File: config.mk
export PLATFORM = sky130hd
export DESIGN_NAME = trace_fifo
export DESIGN_NICKNAME = d
export VERILOG_FILES = /design/src/rtl/trace_pkg.sv /design/src/rtl/trace_fifo.sv
export SDC_FILE = /design/constraint.sdc
export NUM_CORES = 1
export LEC_CHECK = 0
export CORE_MARGIN = 4
export CORE_UTILIZATION = 45
export DETAILED_ROUTE_END_ITERATION = 8
export SLEW_MARGIN = 20
export SYNTH_ARGS = -nofsm -noshare
export SYNTH_HDL_FRONTEND = slang
export SYNTH_SLANG_ARGS = --single-unit
export TNS_END_PERCENT = 1
File: constraint.sdc
create_clock -name clk -period 4.4 [get_ports clk]
set_clock_uncertainty 0.2 [all_clocks]
set_input_delay 0.66 -clock clk [delete_from_list [all_inputs] [get_ports clk]]
set_output_delay 0.66 -clock clk [all_outputs]
set_load 0.02 [all_outputs]
File: src/rtl/trace_pkg.sv
// Shared types for the commit-trace checker: event kinds, error codes,
// the buffered expected-event record and the checker state encoding.
package trace_pkg;

    typedef enum logic [1:0] {
        KIND_REG   = 2'd0,
        KIND_LOAD  = 2'd1,
        KIND_STORE = 2'd2,
        KIND_HALT  = 2'd3
    } trace_kind_e;

    localparam logic [2:0] ERR_NONE     = 3'd0;
    localparam logic [2:0] ERR_KIND     = 3'd1;
    localparam logic [2:0] ERR_DATA     = 3'd2;
    localparam logic [2:0] ERR_STARVED  = 3'd3;
    localparam logic [2:0] ERR_LEFTOVER = 3'd4;
    localparam logic [2:0] ERR_TIMEOUT  = 3'd5;

    typedef struct packed {
        trace_kind_e kind;
        logic [15:0] a;
        logic [15:0] d;
    } trace_evt_t;

    typedef enum logic [1:0] {
        ST_RUN  = 2'd0,
        ST_PASS = 2'd1,
        ST_FAIL = 2'd2
    } chk_state_e;

endpackage

File: src/rtl/trace_fifo.sv
// Expected-event FIFO: one push per cycle, pop of 0..4 entries per cycle,
// combinational peek of the four oldest entries (slots past count are stale).
module trace_fifo
    import trace_pkg::*;
#(
    parameter int DEPTH = 16
) (
    input  logic                     clk,
    input  logic                     rst_n,
    input  logic                     push,
    input  trace_evt_t               push_evt,
    input  logic [2:0]               pop_n,
    output trace_evt_t [3:0]         peek,
    output logic [$clog2(DEPTH):0]   count
);

    localparam int AW = $clog2(DEPTH);

    trace_evt_t     mem [DEPTH];
    logic [AW-1:0]  head;
    logic [AW-1:0]  tail;

    // Storage write; contents need no reset since count gates visibility.
    always_ff @(posedge clk) begin
        if (push) begin
            mem[tail] <= push_evt;
        end
    end

    // Pointer and occupancy update; push and multi-pop may coincide.
    always_ff @(posedge clk) begin
        if (!rst_n) begin
            head  <= '0;
            tail  <= '0;
            count <= '0;
        end else begin
            if (push) begin
                tail <= tail + 1'b1;
            end
            head  <= head + AW'(pop_n);
            count <= count + (AW+1)'(push) - (AW+1)'(pop_n);
        end
    end

    // Head window for in-order comparison against up to four observations.
    always_comb begin
        for (int i = 0; i < 4; i++) begin
            peek[i] = mem[head + AW'(i)];
        end
    end

endmodule

==> results of run 1 <==
area by class of cell:
cell class | instances | share of cell area
multi-input cells | 1498 | 0.418
inverters | 11 | 0.00120
diodes | 3 | 0.000189
repair buffers | 271 | 0.0786
well taps | 969 | 0.0306
flip-flops and latches | 557 | 0.419
clock buffers | 81 | 0.0457
clock inverters | 37 | 0.00722
logic make-up after synthesis:
| family | share of synthesized area |
|---|---|
| adder cells (fa/ha/maj) | 0.00777 |
| AND/OR/NAND/NOR | 0.0664 |
| XOR/XNOR | 0.00454 |
| buffers and inverters | 0.0345 |
| flip-flops | 0.486 |
| multiplexers | 0.340 |
| AO/OA/AOI/OAI | 0.0606 |
worst reg2reg max path: stages, from the launching register on:
cell	delay (ns)
dfxtp_4	0.44
buf_16	0.45
ha_1	0.41
inv_1	0.06
fa_1	0.43
nor2b_1	0.36
per-stage QoR:
| stage | cell area, µm² | total power [W] | worst slack [ns] | cells |
|---|---|---|---|---|
| 5_1_grt | 39700 | 0.0213 | -0.0493 | 3425 |
| 6_report | 39700 | 0.0205 | 0.0267 | 3427 |
| 4_1_cts | 39600 | 0.0205 | 0.000171 | 3420 |
| 3_3_place_gp | 37300 | 0.0151 | 0.450 | 3296 |
| 3_5_place_dp | 37300 | 0.0151 | 0.420 | 3296 |
| 2_1_floorplan | 34200 | 0.0117 | 0.375 | 2282 |
per-layer routing:
metal | track usage | vias to the layer above | share of wire
met5 | 0 | - | 0
met4 | 0.0963 | 0 | 0.036
met3 | 0.0661 | 291 | 0.11
met2 | 0.426 | 1655 | 0.47
met1 | 0.367 | 12346 | 0.39
li1 | - | 9692 | -
synth_stat cells (2+ instances only):
cell / instances / area share
and2_1: 81 / 0.015
inv_1: 11 / 0.0012
a21o_1: 3 / 0.00066
or4_1: 14 / 0.0031
buf_1: 8 / 0.00088
mux2_1: 3 / 0.00099
dfxtp_1: 13 / 0.0076
buf_6: 17 / 0.0056
buf_2: 70 / 0.010
a211oi_1: 68 / 0.015
nand2_1: 288 / 0.032
xnor2_1: 9 / 0.0023
nand2b_1: 3 / 0.00055
ha_1: 18 / 0.0066
nor2_1: 3 / 0.00033
mux2i_1: 243 / 0.071
clkbuf_1: 91 / 0.010
fa_1: 2 / 0.0012
mux2_2: 77 / 0.025
mux4_2: 368 / 0.24
a21oi_1: 12 / 0.0018
a32o_1: 40 / 0.012
edfxtp_1: 544 / 0.48
a221oi_1: 40 / 0.010
xor2_1: 5 / 0.0013
o22ai_1: 56 / 0.010
a31oi_1: 60 / 0.011
nand3_1: 80 / 0.012
nor2b_1: 19 / 0.0035
buf_4: 29 / 0.0064
state kept, by name, indices dropped and copies added, names as in the netlist:
signal / cells
mem: 544
tail: 4
head: 4
count: 5
where the power goes:
part           switching [W]  total [W]  internal (W)
Combinational        0.00509    0.00918       0.00409
Clock                0.00216    0.00532       0.00316
Sequential          0.000119    0.00604       0.00592
Total                0.00737     0.0205        0.0132
repair_timing:
item                                    4_1_cts  5_1_grt
setup buffers                                 3        2
endpoints found under the setup margin       65       52
cloned                                        3        2
resized for setup                            15       15
pin swaps                                     0        2
final timing paths:
path / from / to / depth (start not counted)
hold / removal: tail[1] / tail[1] / 2
setup reg to reg: head[0] / head[1] / 5
hold reg to reg: tail[1] / tail[1] / 2
setup / recovery: head[1] / peek[66] / 8
==> results.sh, run 1 <==
export IMPL_status="completed"
export IMPL_clock_sinks=557
export IMPL_tightestPinTransition_ns=0.881
export IMPL_grt_max_degree=102
export IMPL_cts_tree="yes"
export IMPL_avgSynthCellArea_um2=15.0
export IMPL_layout_drive_gt1_share=0.272
export IMPL_ir_drop_uv=329
export IMPL_final_common_cell="edfxtp_1"
export IMPL_cts_buffers_inserted=67
export IMPL_yosysSeqAreaShare=0.486
export IMPL_antenna_found_initial=3
export IMPL_fin_tns_setup_ns=0
export IMPL_syn_area_mm2=0.0342
export IMPL_grt_pass1_vias=24037
export IMPL_layout_filler_cells=5994
export IMPL_final_nets=2466
export IMPL_holdWs_ns=0.388
export IMPL_mostFrequentLayoutCells="edfxtp_1, mux4_2, nand2_1"
export IMPL_start_util=0.456
export IMPL_clock_fmax_mhz=229
export IMPL_fin_crit_sh=0.994
export IMPL_synthFlopType="edfxtp_1"
export IMPL_rsz0062_at_grt="true"
export IMPL_max_clock_path_buffers=3
export IMPL_critPathMaxFanout=14
export IMPL_grt_use_total=0.270
export IMPL_vias=23984
export IMPL_leakagePower_nw=13.0
export IMPL_io_pins=181
export IMPL_cap_violations=0
export IMPL_arrival_ns=3.51
export IMPL_clk_latency_ns=0.59
export IMPL_portBuffers=180
export IMPL_die_w_um=284
export IMPL_end_kind="output port"
export IMPL_synthesis_nets=2342
export IMPL_start_kind="flop"
export IMPL_min_path_type="flop to flop"
export IMPL_regArea_mm2=0.0166
export IMPL_slew_viol_final=0
export IMPL_cp_cell_sequence="clkinv_2 > ha_4 > buf_4 > or3_1 > buf_4 > o22ai_1 > or4_1 > clkdlybuf4s50_1"
export IMPL_worst_path_largest_cell_delay_ns=0.59
export IMPL_cp_common_cell="buf_4"
export IMPL_synth_edff_count=544
export IMPL_area_growth_pct=16.2
export IMPL_overflow=0
export IMPL_crit_type="flop to output port"
export IMPL_relSlewSlack=0.413
export IMPL_path_delay_family="buffers and inverters"
export IMPL_fp_dieH_um=284
export IMPL_wire_per_inst_um=32.5
export IMPL_root_buffer="clkbuf_16"
export IMPL_finalHoldViolCount=0
export IMPL_routed_wl_mm=112
export IMPL_rows=100
export IMPL_clk_pin_slew_ns=0.06
export IMPL_viasPerCell=7.00
export IMPL_setup_viol=0
export IMPL_power_density_mw_per_mm2=518
export IMPL_ys_types=37
export IMPL_grt_pass1_wl_mm=162
export IMPL_postCtsHoldBufs=0
export IMPL_drc_errors=0
export IMPL_synthCells=2282
export IMPL_dieArea_mm2=0.0804
export IMPL_r2r_slack_ns=1.90
export IMPL_ys_ff_latch=557
export IMPL_finalCriticalPeriod_ns=4.37
export IMPL_dp_hpwl_mm=61.6
export IMPL_fin_util=0.530
export IMPL_worstPathRequired_ns=3.54
export IMPL_path_buf_inv=4
export IMPL_synthArstFlopShare=0
export IMPL_core_area_mm2=0.0748
export IMPL_multi_input_area_mm2=0.0166
export IMPL_ctsHtreeMaxLevel=3
export IMPL_drt_pre_antenna_iters=5
export IMPL_ys_warn_count=0
export IMPL_crit_slowest_cell="clkdlybuf4s50_1"
export IMPL_dr_first_iter_drc_count=3230
export IMPL_antenna_left=0
export IMPL_gp_congestion=0.841
No activity file was read; power rests on OpenSTA's default activity.
==> inputs of run 2 (changes only) <==
CTS_BUF_LIST = sky130_fd_sc_hd__clkbuf_8   (was unset)
==> results.sh, run 2 (synthesis results as in run 1) <==
export IMPL_clk_pin_slew_ns=0.06
export IMPL_fin_crit_sh=1.01
export IMPL_io_pins=181
export IMPL_power_share_clock=0.238
export IMPL_wire_per_inst_um=32.1
export IMPL_rows=100
export IMPL_setup_ws_ns=-0.0485
export IMPL_setup_viol=1
export IMPL_mostFrequentLayoutCells="edfxtp_1, mux4_2, nand2_1"
export IMPL_portBuffers=180
export IMPL_drc_errors=0
export IMPL_clk_latency_ns=0.66
export IMPL_p_switching_w=0.00738
export IMPL_finalHoldViolCount=0
export IMPL_routed_wl_mm=112
export IMPL_r2r_slack_ns=1.87
export IMPL_core_area_mm2=0.0748
export IMPL_viasPerCell=6.93
export IMPL_max_clock_path_buffers=3
export IMPL_grt_pass1_vias=24263
export IMPL_start_util=0.456
export IMPL_path_buf_inv=3
export IMPL_clock_fmax_mhz=225
export IMPL_swShare=0.372
export IMPL_worst_path_largest_cell_delay_ns=0.71
export IMPL_path_delay_family="buffers and inverters"
export IMPL_fin_util=0.529
export IMPL_overflow=0
export IMPL_cts_buffers_inserted=98
export IMPL_leakagePower_nw=13.2
export IMPL_ir_drop_uv=344
export IMPL_antenna_left=0
export IMPL_fp_dieH_um=284
export IMPL_critPathMaxFanout=30
export IMPL_slew_viol_final=0
export IMPL_ctsHtreeMaxLevel=3
export IMPL_clock_sinks=557
export IMPL_vias=24172
export IMPL_arrival_ns=3.59
export IMPL_end_kind="output port"
export IMPL_cp_common_cell="mux2i_1"
export IMPL_largestRegisters="mem: 544 flops, count: 5 flops"
export IMPL_power_density_mw_per_mm2=502
export IMPL_grt_max_degree=102
export IMPL_comb_power_share=0.457
export IMPL_grt_pass1_wl_mm=163
export IMPL_finalCriticalPeriod_ns=4.45
export IMPL_cap_violations=0
export IMPL_drt_pre_antenna_iters=6
export IMPL_largest_reg_flops=544
export IMPL_final_common_cell="edfxtp_1"
export IMPL_final_nets=2499
export IMPL_gp_congestion=0.841
export IMPL_area_growth_pct=15.8
export IMPL_crit_type="flop to output port"
export IMPL_power_frac_seq=0.305
export IMPL_rsz0062_at_grt="true"
export IMPL_dp_hpwl_mm=61.6
export IMPL_violations="setup timing"
export IMPL_max_flop_register="mem"
export IMPL_crit_slowest_cell="clkdlybuf4s50_1"
export IMPL_die_w_um=284
export IMPL_min_path_type="flop to flop"
export IMPL_dieArea_mm2=0.0804
export IMPL_relSlewSlack=0.414
export IMPL_worstPathRequired_ns=3.54
export IMPL_layout_drive_gt1_share=0.281
export IMPL_p_int_w=0.0125
export IMPL_dr_first_iter_drc_count=3145
export IMPL_cts_tree="yes"
export IMPL_start_kind="flop"
export IMPL_fin_tns_setup_ns=-0.0485
export IMPL_power_w=0.0199
export IMPL_grt_use_total=0.271
export IMPL_status="finished with violations"
export IMPL_root_buffer="clkbuf_8"
export IMPL_antenna_found_initial=5
export IMPL_cp_cell_sequence="clkinv_2 > ha_4 > a21oi_1 > xor2_4 > buf_12 > mux2i_1 > mux2i_1 > clkdlybuf4s50_1"
export IMPL_tightestPinTransition_ns=0.879
==> run 2: cell types whose count changed in the layout (fill, tap and decap cells not counted), sizes merged <==
cell,before,now
clkdlybuf4s50,167,123
diode,3,4
dlygate4sd2,8,39
clkbuf,83,105
bufinv,4,7
inv,11,31
dlymetal6s2s,5,18
clkinv,29,42
buf,87,89
==> run 2: per-stage QoR <==
step           instances  instance area [µm²]  hold slack (ns)  setup slack, ns
4_1_cts             3479                39400            0.401           -0.109
3_3_place_gp        3296                37300            0.371            0.450
2_1_floorplan       2282                34200            0.339            0.375
5_1_grt             3486                39500            0.424          -0.0993
3_5_place_dp        3296                37300            0.397            0.420
6_report            3488                39500            0.387          -0.0485
==> run 2: repair_timing <==
item / 4_1_cts / 5_1_grt
buffers inserted: 3 / 3
setup endpoints to repair: 105 / 52
hold buffers: 0 / 0
cloned: 4 / 2
pin swaps: 1 / 1
resized for setup: 51 / 30
==> run 2: power groups by stage <==
stage / Sequential (W) / Clock (W) / Combinational (W)
2_1_floorplan: 0.00610 / 0 / 0.00558
3_3_place_gp: 0.00614 / 0 / 0.00892
3_5_place_dp: 0.00615 / 0 / 0.00893
4_1_cts: 0.00604 / 0.00483 / 0.00897
5_1_grt: 0.00605 / 0.00512 / 0.00947
6_report: 0.00605 / 0.00473 / 0.00908
==> run 2: worst min-delay path: stages (launching register included) <==
cell,delay (ns)
dfxtp_1,0.35
mux2i_1,0.14
nor2b_1,0.06
==> run 2: routing by layer <==
layer / track usage / up-vias / routed length [µm]
met5: 0 / - / 0
met4: 0.102 / 0 / 3940
met3: 0.0701 / 298 / 13300
met2: 0.427 / 1781 / 52600
met1: 0.366 / 12308 / 42200
li1: - / 9785 / -
==> run 2: worst paths after layout <==
kind / cells past startpoint / to / start
max: 8 / peek[111] / head[1]
min: 2 / tail[1] / tail[1]
max reg2reg: 5 / head[1] / head[0]
min reg2reg: 2 / tail[1] / tail[1]
==> run 2: final cells by class <==
| type | count | area, µm² |
|---|---|---|
| Inverter | 11 | 47.5 |
| Sequential cell | 557 | 16600 |
| Tap cell | 969 | 1210 |
| Clock buffer | 103 | 1420 |
| Timing Repair Buffer | 273 | 3160 |
| Antenna cell | 4 | 10.0 |
| Multi-Input combinational cell | 1498 | 16600 |
| Clock inverter | 73 | 489 |
| Fill cell | 6081 | 35300 |
